--- config.mk ---
export PLATFORM = sky130hd
export DESIGN_NAME = alu_operand_issue
export DESIGN_NICKNAME = d
export VERILOG_FILES = /design/src/rtl/alu_operand_issue_pkg.sv /design/src/rtl/alu_result_mux.sv /design/src/rtl/alu_operand_issue.sv
export SDC_FILE = /design/constraint.sdc
export NUM_CORES = 1
export LEC_CHECK = 0
export BUFFER_PORTS_ARGS = -buffer_cell sky130_fd_sc_hd__buf_4
export CORE_AREA = 2 2 149 151
export CTS_BUF_LIST = sky130_fd_sc_hd__clkbuf_2 sky130_fd_sc_hd__clkbuf_4 sky130_fd_sc_hd__clkbuf_8
export CTS_CLUSTER_DIAMETER = 60
export DETAILED_ROUTE_END_ITERATION = 6
export DIE_AREA = 0 0 151 153
export GPL_TIMING_DRIVEN = 0
export HOLD_SLACK_MARGIN = 0.1
export PLACE_DENSITY_LB_ADDON = 0.15
export SLEW_MARGIN = 20
export SYNTH_ARGS = -nofsm -noshare
export SYNTH_HDL_FRONTEND = slang
export SYNTH_SLANG_ARGS = --single-unit
export TNS_END_PERCENT = 50
--- constraint.sdc ---
create_clock -name clk -period 2.2 [get_ports clk]
set_input_delay 0.11 -clock clk [delete_from_list [all_inputs] [get_ports clk]]
set_output_delay 0.11 -clock clk [all_outputs]
set_load 0.01 [all_outputs]
--- src/rtl/alu_operand_issue_pkg.sv ---
// Shared definitions for the ALU operand issue stage: opcode encodings and
// the issue FSM state type.
package alu_operand_issue_pkg;

  localparam int OP_W = 3;

  localparam logic [OP_W-1:0] OP_SUM  = 3'd0;
  localparam logic [OP_W-1:0] OP_DIFF = 3'd1;
  localparam logic [OP_W-1:0] OP_AND  = 3'd2;
  localparam logic [OP_W-1:0] OP_OR   = 3'd3;
  localparam logic [OP_W-1:0] OP_XOR  = 3'd4;
  localparam logic [OP_W-1:0] OP_XNOR = 3'd5;

  typedef enum logic [1:0] {
    COLLECT,
    EXEC,
    OUT
  } issueStateT;

endpackage

--- src/rtl/alu_result_mux.sv ---
// Picks one of the arithmetic unit's result buses by opcode; opcodes with no
// matching bus yield zero and raise the illegal indication.
module alu_result_mux
  import alu_operand_issue_pkg::*;
#(
  parameter int DATA_W = 32
) (
  input  logic [OP_W-1:0]   op,
  input  logic [DATA_W-1:0] sumIn,
  input  logic [DATA_W-1:0] diffIn,
  input  logic [DATA_W-1:0] andIn,
  input  logic [DATA_W-1:0] orIn,
  input  logic [DATA_W-1:0] xorIn,
  input  logic [DATA_W-1:0] xnorIn,
  output logic [DATA_W-1:0] result,
  output logic              illegal
);

  always_comb begin
    result  = '0;
    illegal = 1'b0;
    case (op)
      OP_SUM:  result = sumIn;
      OP_DIFF: result = diffIn;
      OP_AND:  result = andIn;
      OP_OR:   result = orIn;
      OP_XOR:  result = xorIn;
      OP_XNOR: result = xnorIn;
      default: illegal = 1'b1;
    endcase
  end

endmodule

--- src/rtl/alu_operand_issue.sv ---
// Issue stage for the combinational ALU: pairs one A and one B operand, lets
// the unit settle for a cycle, then offers the selected result downstream.
module alu_operand_issue
  import alu_operand_issue_pkg::*;
#(
  parameter int DATA_W = 32,
  parameter int CNT_W  = 16
) (
  input  logic              clk,
  input  logic              rst_n,
  input  logic              s_a_valid,
  output logic              s_a_ready,
  input  logic [DATA_W-1:0] s_a_data,
  input  logic              s_b_valid,
  output logic              s_b_ready,
  input  logic [DATA_W-1:0] s_b_data,
  input  logic [OP_W-1:0]   s_b_op,
  output logic [DATA_W-1:0] alu_a,
  output logic [DATA_W-1:0] alu_b,
  input  logic [DATA_W-1:0] alu_sum,
  input  logic [DATA_W-1:0] alu_diff,
  input  logic [DATA_W-1:0] alu_and,
  input  logic [DATA_W-1:0] alu_or,
  input  logic [DATA_W-1:0] alu_xor,
  input  logic [DATA_W-1:0] alu_xnor,
  output logic              m_valid,
  input  logic              m_ready,
  output logic [DATA_W-1:0] m_data,
  output logic [OP_W-1:0]   m_op,
  output logic              illegal_op,
  output logic [CNT_W-1:0]  pair_count
);

  issueStateT            state;
  issueStateT            nextState;
  logic                  aFull;
  logic                  bFull;
  logic                  aFire;
  logic                  bFire;
  logic                  outFire;
  logic [OP_W-1:0]       opReg;
  logic [DATA_W-1:0]     selResult;
  logic                  selIllegal;

  alu_result_mux #(
    .DATA_W (DATA_W)
  ) resultMux (
    .op      (opReg),
    .sumIn   (alu_sum),
    .diffIn  (alu_diff),
    .andIn   (alu_and),
    .orIn    (alu_or),
    .xorIn   (alu_xor),
    .xnorIn  (alu_xnor),
    .result  (selResult),
    .illegal (selIllegal)
  );

  always_ff @(posedge clk or negedge rst_n) begin
    if (!rst_n) state <= COLLECT;
    else        state <= nextState;
  end

  // Operands are only accepted while collecting; each side holds off until
  // its partner arrives, so the pair may complete in either order.
  always_comb begin
    nextState = state;
    s_a_ready = 1'b0;
    s_b_ready = 1'b0;
    m_valid   = 1'b0;
    aFire     = 1'b0;
    bFire     = 1'b0;
    outFire   = 1'b0;
    case (state)
      COLLECT: begin
        s_a_ready = !aFull;
        s_b_ready = !bFull;
        aFire     = s_a_valid && !aFull;
        bFire     = s_b_valid && !bFull;
        if ((aFull || aFire) && (bFull || bFire)) nextState = EXEC;
      end
      EXEC: nextState = OUT;
      OUT: begin
        m_valid = 1'b1;
        if (m_ready) begin
          outFire   = 1'b1;
          nextState = COLLECT;
        end
      end
      default: nextState = COLLECT;
    endcase
  end

  always_ff @(posedge clk or negedge rst_n) begin
    if (!rst_n) begin
      aFull <= 1'b0;
      bFull <= 1'b0;
      alu_a <= '0;
      alu_b <= '0;
      opReg <= OP_SUM;
    end else begin
      if (aFire) begin
        alu_a <= s_a_data;
        aFull <= 1'b1;
      end
      if (bFire) begin
        alu_b <= s_b_data;
        opReg <= s_b_op;
        bFull <= 1'b1;
      end
      if (state == EXEC) begin
        aFull <= 1'b0;
        bFull <= 1'b0;
      end
    end
  end

  // The unit has had a full cycle on stable operands by the time EXEC ends.
  always_ff @(posedge clk or negedge rst_n) begin
    if (!rst_n) begin
      m_data     <= '0;
      m_op       <= OP_SUM;
      illegal_op <= 1'b0;
    end else if (state == EXEC) begin
      m_data <= selResult;
      m_op   <= opReg;
      if (selIllegal) illegal_op <= 1'b1;
    end
  end

  always_ff @(posedge clk or negedge rst_n) begin
    if (!rst_n)       pair_count <= '0;
    else if (outFire) pair_count <= pair_count + CNT_W'(1);
  end

endmodule

# Word-level counts from Yosys, hierarchy flattened
# Cells that the tools add are included.
[op_classes]
n_addsub = 1
n_eq_ne = 9
muxes = 15
bitwise_logic = 1
n_reduce_logical = 14
[op_table]
columns = ["operator", "n"]
rows = [
  ["$pmux W32 S6", 1],
  ["$add A16 B1 Y16 const B", 1],
  ["$mux W1", 11],
  ["$eq A3 B2 Y1 const B", 2],
  ["$eq A3 B3 Y1 const B", 2],
  ["$pmux W2 S3", 1],
  ["$reduce_or A6 Y1", 1],
  ["$mux W2", 2],
  ["$ne A2 B2 Y1 const B", 2],
  ["$reduce_and A2 Y1", 2],
  ["$reduce_bool A2 Y1", 2],
  ["$eq A3 B1 Y1 const B", 1],
  ["$logic_and A1 B1 Y1", 3],
  ["$logic_not A3 Y1", 1],
  ["$eq A2 B1 Y1 const B", 1],
  ["$eq A2 B2 Y1 const B", 1],
  ["$logic_not A1 Y1", 2],
  ["$logic_not A2 Y1", 1],
  ["$logic_or A1 B1 Y1", 2],
  ["$not A1 Y1", 1],
]
[word_totals]
register_bits = 123
inputBits = 264
output_inout_bits = 119

# Depth between registers and ports, before layout
# Gate-level depths: netlist (run 1).
[logic_depth]
ltp_word = 6
depth_mapped = 7
mapped_depth_nobuf = 4

# Cells and area by module
# Synthesis (run 1) repeated with hierarchy kept, for this count alone.
[hier_totals]
hier_cells = 574
area_unflattened_um2 = 6481.2
[by_module_without_submodules]
columns = ["module", "n_inst", "cells_each", "area_each_um2"]
rows = [
  ["alu_operand_issue", 1, 367, 4762.1],
  ["alu_result_mux", 1, 207, 1719.1],
]

# Worst setup path after synthesis (run 1)
# OpenSTA, ideal clock, no wires.
[synth_timing]
path_kind = "register to register"
start = "register state[0]"
end = "register alu_b[21]"
setup_time_ns = 0.127
t_arrival_ns = 1.608
t_required_ns = 2.073
slack_ns = 0.465
stages_incl_launch_ff = 6
n_path_buf = 2
synth_period_minus_slack_ns = 1.735
cell_sequence = "dfrtp_1 > nor3_1 > and2_1 > buf_4 > buf_4 > mux2_1"
[synth_via]
elab_chain_cells = 2
[synth_rtl]
columns = ["element", "line", "rtl"]
rows = [
  ["from (decl)", "alu_operand_issue.sv:34", "issueStateT state;"],
  ["from (signal assigned)", "alu_operand_issue.sv:61", "else state <= nextState;"],
  ["$logic_not A2 Y1", "alu_operand_issue.sv:74", "case (state)"],
  ["$mux W1", "alu_operand_issue.sv:74", ""],
  ["to (signal assigned)", "alu_operand_issue.sv:107", "alu_b <= s_b_data;"],
  ["to (decl)", "alu_operand_issue.sv:19", "output logic [DATA_W-1:0] alu_b,"],
]
# Every way passes these cells.
# A chain may end at the register's enable or synchronous reset.

# Worst setup path in the final report (run 1)
[layout_timing]
start = "register opReg[1]"
end = "register m_data[23]"
[layout_via]
elab_chain_cells = 2
word_cells_on_any_way = 7
cone_classes = "eq/ne (5); mux (1); reduce/logical (1)"
[layout_rtl]
columns = ["element", "line", "rtl"]
rows = [
  ["from (decl)", "alu_operand_issue.sv:41", "logic [OP_W-1:0] opReg;"],
  ["from (signal assigned)", "alu_operand_issue.sv:108", "opReg <= s_b_op;"],
  ["$eq A3 B3 Y1, or another cell as far along", "alu_result_mux.sv:22", "case (op)"],
  ["$pmux W32 S6 *", "alu_result_mux.sv:22", ""],
  ["to (signal assigned)", "alu_operand_issue.sv:125", "m_data <= selResult;"],
  ["to (decl)", "alu_operand_issue.sv:28", "output logic [DATA_W-1:0] m_data,"],
]
# Every way passes the cells marked *; elsewhere a longest branch is shown, timed or not.

==> impl_metrics.ini, run 1 <==
[floorplanning]
die_area_sq_um = 23100
start_util_pct = 29.0
core_area_sq_um = 21500
rows = 54
io_pins = 383
chipWidth_um = 151
die_y_um = 153

[cts]
postCtsSetupRepairBufs = 0
cts-root-buf = clkbuf_8
cts_sinks = 123
path_clk_slew_ps = 80
clock_latency_ps = 440
cts_buffers = 17
htree_levels = 4
tritoncts = done
clockBufferDepth = 2

[logic_synthesis]
syn_inst = 530
ys_types = 49
synth-seq-cells = 123
ys.warnings.count = 0
syn-cell-area_sq_um = 6220
synth_seq_area_share_pct = 49.5
syn_nets = 795
synth.avg_cell_area_sq_um = 11.7

[drt]
wl_um = 26000
drc = 0
num_vias = 6483
first_iter_violations = 252
firstDrtPassIters = 4
via_per_inst = 4.75
wl_per_cell_um = 19.0
ant_nets = 0

[critical_path]
setup.worst_path.class = reg -> reg
crit_arrival_ps = 2440
crit_required_ps = 2560
crit_path_end_kind = flip-flop
cp_max_fo = 10
cp-start-kind = flip-flop

[grt]
antenna_found_initial = 0
grt_pass1_wl_um = 38600
grt_use_total_pct = 22.2
overflow = 0
grt_pass1_vias = 6961
grt_max_degree = 75

[timing]
drv_slew = 0
hold_viol = 0
clock_skew_ps = 15.1
fin_setup_tns_ps = 0
period_share_pct = 94.4
fin_ws_ps = 123
setup_viol = 0
max_slew.worst_pin.slew_ps = 869
relSlewSlack_pct = 41.7
fin_hold_ws_ps = 129
fin_crit_ps = 2080
max_freq_ghz = 0.481
rsz0062_at_grt = no

[power]
leakage_nw = 5.30
pwr_density_cell_nw_per_um2 = 1170
ir_drop_mv = 0.615

[finish]
nets = 1336
n_antenna_cell = 0
drive_above_1_share_pct = 45.0
mostFrequentLayoutCells = buf_4, dlygate4sd3_1, dfrtp_1, mux2_1, mux2_2
area_delta_synth_final_pct = 81.2
final_common_cell = buf_4

[flow_run]
maxCapViolations = 0

[place]
gp_congestion = 0.810
post-place-ws_ps = 139
io_buffers = 382
hpwl_um = 20200

[outcome]
status = completed

[hold_path]
min-delay-path-class = in -> reg
## state kept, by name, indices dropped and copies added, names as in the netlist
register    cells
aFull           1
alu_a          32
alu_b          32
bFull           1
illegal_op      1
m_data         32
m_op            3
opReg           3
pair_count     16
state           2
## Yosys cell counts, drive strengths merged
master     n  share of area (%)
a221oi    21                3.1
inv        5               0.30
ha         1               0.20
a22o      11                1.5
xnor2     13                1.8
and4b      1               0.16
clkbuf    13               0.78
nor2b      5               0.50
a31oi      9               0.91
o311ai     5               0.70
dfrtp    123                 49
nor2      23                1.4
and2b      1               0.12
nand2     25                1.5
o2bb2ai    6               0.84
and3       5               0.50
nand3b     6               0.72
a21oi     24                1.9
mux2i     29                4.7
nor3      14                1.2
nor4       1               0.10
xor2       2               0.28
nand4      4               0.40
mux4       6                2.2
a221o      7                1.1
a211o      8                1.1
and4       1               0.14
mux2      78                 14
o32ai      2               0.28
nand2b     3               0.30
and2       2               0.20
buf       29                3.1
o21ai     27                2.2
a211oi     2               0.24
o22ai      1               0.10
a21o       2               0.24
a31o       1               0.14
nand3      9               0.72
a22oi      5               0.60
## layout make-up
cell class / instances / area (sq um)
inverters: 5 / 18.8
flip-flops and latches: 123 / 3080
multi-input cells: 360 / 2890
repair buffers: 523 / 4300
clock buffers: 19 / 255
fillers: 1958 / 10200
plain buffers: 41 / 228
well taps: 280 / 350
clock inverters: 13 / 144
## critical path, cell delays in order, from the launching register on
cell      delay, ps
dfrtp_1         320
buf_2           230
buf_1           580
a21oi_1          90
a211oi_1        540
a21oi_1          90
o21ai_1         140
## power breakdown
group          switching (mW)  total (mW)  internal, mW
Sequential              0.603        3.90          3.29
Clock                   0.987        2.04          1.06
Combinational            3.67        7.26          3.59
Total                    5.26        13.2          7.94
## logic make-up (layout without fill, tap and decap cells)
| logic type | Yosys count | after routing | share of synthesized area (%) |
|---|---|---|---|
| mux | 113 | 113 | 21.0 |
| xor+xnor | 15 | 15 | 2.11 |
| simple gates | 100 | 100 | 8.02 |
| buf+inv | 47 | 601 | 4.14 |
| fa+ha+maj | 1 | 1 | 0.201 |
| flops | 123 | 123 | 49.5 |
| compound gates | 131 | 131 | 15.0 |
## through the flow
stage                     cells  utilization, %  total power [mW]  cell area (sq um)
after floorplan             530               -              7.67               6220
after global placement     1192            43.9              11.0               9440
after detailed placement   1193            44.1              11.0               9470
after CTS                  1365            52.5              13.4              11300
after global routing       1364            52.5              14.1              11300
final                      1364            52.5              13.2              11300
## final timing paths
| kind | cells after the start | endpoint | slack, ps | start |
|---|---|---|---|---|
| setup / recovery | 6 | m_data[23] | 120 | opReg[1] |
| hold / removal | 4 | m_data[31] | 130 | alu_xor[31] |
| setup reg to reg | 6 | m_data[23] | 120 | opReg[1] |
| hold reg to reg | 1 | pair_count[15] | 470 | pair_count[15] |
| max in group asynchronous | 3 | m_data[6] | 1310 | rst_n |
| min in group asynchronous | 2 | alu_a[18] | 160 | rst_n |
## what timing repair did
action	4_1_cts	5_1_grt
hold buffers	140	0
gates resized for setup	0	1
hold endpoints to repair	226	0
endpoints found under the setup margin	0	4
## layer usage
layer	GRT usage [%]	up-vias	share of wire (%)
li1	-	3080	-
met1	27.2	3155	41
met2	39.5	224	53
met3	4.51	24	5.2
met4	5.74	0	1.5
met5	0	-	0
Note: power is estimated with default switching activity, not from simulation.
==> run 2: changes to the inputs <==
--- a/config.mk
+++ b/config.mk
@@ -6,16 +6,17 @@
 export NUM_CORES = 1
 export LEC_CHECK = 0
 export BUFFER_PORTS_ARGS = -buffer_cell sky130_fd_sc_hd__buf_4
-export CORE_AREA = 2 2 149 151
+export CORE_AREA = 2 2 148 150
 export CTS_BUF_LIST = sky130_fd_sc_hd__clkbuf_2 sky130_fd_sc_hd__clkbuf_4 sky130_fd_sc_hd__clkbuf_8
 export CTS_CLUSTER_DIAMETER = 60
 export DETAILED_ROUTE_END_ITERATION = 6
-export DIE_AREA = 0 0 151 153
+export DIE_AREA = 0 0 150 152
 export GPL_TIMING_DRIVEN = 0
 export HOLD_SLACK_MARGIN = 0.1
 export PLACE_DENSITY_LB_ADDON = 0.15
 export SLEW_MARGIN = 20
 export SYNTH_ARGS = -nofsm -noshare
 export SYNTH_HDL_FRONTEND = slang
+export SYNTH_HIERARCHICAL = 1
 export SYNTH_SLANG_ARGS = --single-unit
 export TNS_END_PERCENT = 50
==> constraint.sdc (replaced) <==
create_clock -name clk -period 2.7 [get_ports clk]
set_input_delay 0.135 -clock clk [delete_from_list [all_inputs] [get_ports clk]]
set_output_delay 0.135 -clock clk [all_outputs]
set_load 0.01 [all_outputs]
==> impl_metrics.ini, run 2 <==
[outcome]
status = completed

[cts]
htree_levels = 4
clock_latency_ps = 440
clockBufferDepth = 2
tritoncts = done
cts_buffers = 17
cts_sinks = 123
cts-root-buf = clkbuf_8
cts_resized = 0
path_clk_slew_ps = 90

[logic_synthesis]
synth_edf_count = 0
async_flop_share_pct = 100
yosysMostFrequentCell = dfrtp_1
synth.avg_cell_area_sq_um = 11.3
synth_top_area_share_pct = 47.5
synthFlopType = dfrtp_1
syn_inst = 574
synthTopCellsByArea = dfrtp_1, mux2_2, mux2i_1, nand2_1, mux2_4
synth_seq_area_share_pct = 47.5
synth-seq-cells = 123
synth_top_area_cell = dfrtp_1
ys.warnings.count = 6
syn-cell-area_sq_um = 6480
ys_types = 44
syn_nets = 839
synth_common_cells = dfrtp_1, nand2_1, mux2_2, mux2i_1, nand3_1

[finish]
nets = 1339
fillCellCount = 2017
drive_above_1_share_pct = 50.3
area_delta_synth_final_pct = 71.9
final_cells = 1368
fin_util_pct = 52.2
design_area_sq_um = 11100
final_common_cell = buf_4
mostFrequentLayoutCells = buf_4, dfrtp_1, nand2_1, dlygate4sd3_1, mux2_2
reg_top3 = alu_a (32), alu_b (32), m_data (32)

[timing]
fin_crit_ps = 2620
setup_viol = 0
period_share_pct = 97.1
hold_viol = 0
fin_hold_ws_ps = 130
drv_slew = 0
max_slew.worst_pin.slew_ps = 659
relSlewSlack_pct = 56.0
rsz0062_at_grt = no
clock_skew_ps = 15.5
max_freq_ghz = 0.382
fin_ws_ps = 78.8
fin_setup_tns_ps = 0

[floorplanning]
start_util_pct = 30.4
io_pins = 383
chipWidth_um = 150
core_area_sq_um = 21400
die_y_um = 152
rows = 54
die_area_sq_um = 22800

[place]
post-place-ws_ps = 891
placed_area_sq_um = 9730
hpwl_um = 19300
io_buffers = 382
dp_cells = 1237
gp_congestion = 0.786

[drt]
via_per_inst = 4.64
wl_per_cell_um = 18.6
firstDrtPassIters = 4
routed.top_layer = met4
num_vias = 6347
first_iter_violations = 213
ant_nets = 0
wl_um = 25500
routed-wl-met3_um = 2000
wl_met2_um = 12800
wl_met1_um = 9780
drc = 0

[critical_path]
crit_family = buffers and inverters
crit_required_ps = 3030
cp_max_fo = 10
cp-start-kind = flip-flop
crit_arrival_ps = 2950
path_buf_inv = 5
setup.worst_path.class = reg -> reg
slowest_stage = dlygate4sd3_1
crit_chain = buf_6 > buf_6 > buf_6 > mux2i_1 > dlygate4sd3_1 > o221ai_1 > dlygate4sd3_1 > nand2_1 > nand2_1
slowest_delay_ps = 590
crit_path_end_kind = flip-flop
cpMostUsedCell = buf_6

[grt]
grt_pass1_vias = 6914
grt_max_degree = 88
antenna_found_initial = 1
overflow = 0
grt_use_total_pct = 22.5
grt_pass1_wl_um = 39300

[power]
p_sw_mw = 4.27
comb_power_share_pct = 54.8
totalPowerFinal_mw = 11.1
pwr_density_cell_nw_per_um2 = 992
clkPwrFrac_pct = 16.4
p_sw_share_pct = 38.7
ir_drop_mv = 0.602
seqPwrFrac_pct = 28.8
leakage_nw = 5.54
power.internal_mw = 6.78

[hold_path]
min-delay-path-class = in -> reg

[flow_run]
maxCapViolations = 0
[run 2: layout make-up]
cell class              count  area (sq um)  share of cell area, %
plain buffers              40           298                   2.67
inverters                   5          18.8                  0.168
repair buffers            482          3890                   34.9
flip-flops and latches    123          3080                   27.6
multi-input cells         405          3080                   27.6
clock inverters            14           186                   1.67
diodes                      1          2.50                 0.0225
well taps                 280           350                   3.14
clock buffers              18           241                   2.17
[run 2: worst paths after layout]
kind,from,to,slack [ps],cells past startpoint
worst max-delay path,opReg[0],m_data[14],80,9
worst max register to register,opReg[0],m_data[14],80,9
worst min register to register,illegal_op,illegal_op,460,1
max in group asynchronous,rst_n,m_op[1],1780,3
min in group asynchronous,rst_n,m_data[2],150,2
worst min-delay path,alu_xor[28],m_data[28],130,5
[run 2: tightest hold or removal path, cell delays in order]
cell and delay [ps]:
buf_4 80, mux2i_1 50, o221ai_1 160, nand2_1 50, nand2_1 50
[run 2: repair_timing]
action,4_1_cts,5_1_grt
setup buffers,0,0
hold buffers,99,0
endpoints found under the hold margin,209,0
setup endpoints to repair,0,1
[run 2: per-layer routing]
| layer | vias up | global-route usage (%) |
|---|---|---|
| met2 | 262 | 39.0 |
| met1 | 3010 | 25.9 |
| li1 | 3032 | - |
| met5 | - | 0 |
| met3 | 43 | 6.46 |
| met4 | 0 | 8.98 |
[run 2: power by group through the flow]
stage	Clock [mW]	Sequential, mW	Combinational, mW
floorplan	0	3.49	3.00
global placement	0	3.18	5.86
detailed placement	0	3.20	5.90
CTS	1.87	3.18	6.14
global route	1.94	3.30	6.55
finish	1.81	3.18	6.06
[run 2: kinds of logic after synthesis]
kind of cell,count (synthesis),synth area share [%]
simple gates,181,12.6
mux,151,26.0
flops,123,47.5
compound gates,57,6.56
buf+inv,46,5.06
xor+xnor,15,2.03
fa+ha+maj,1,0.193
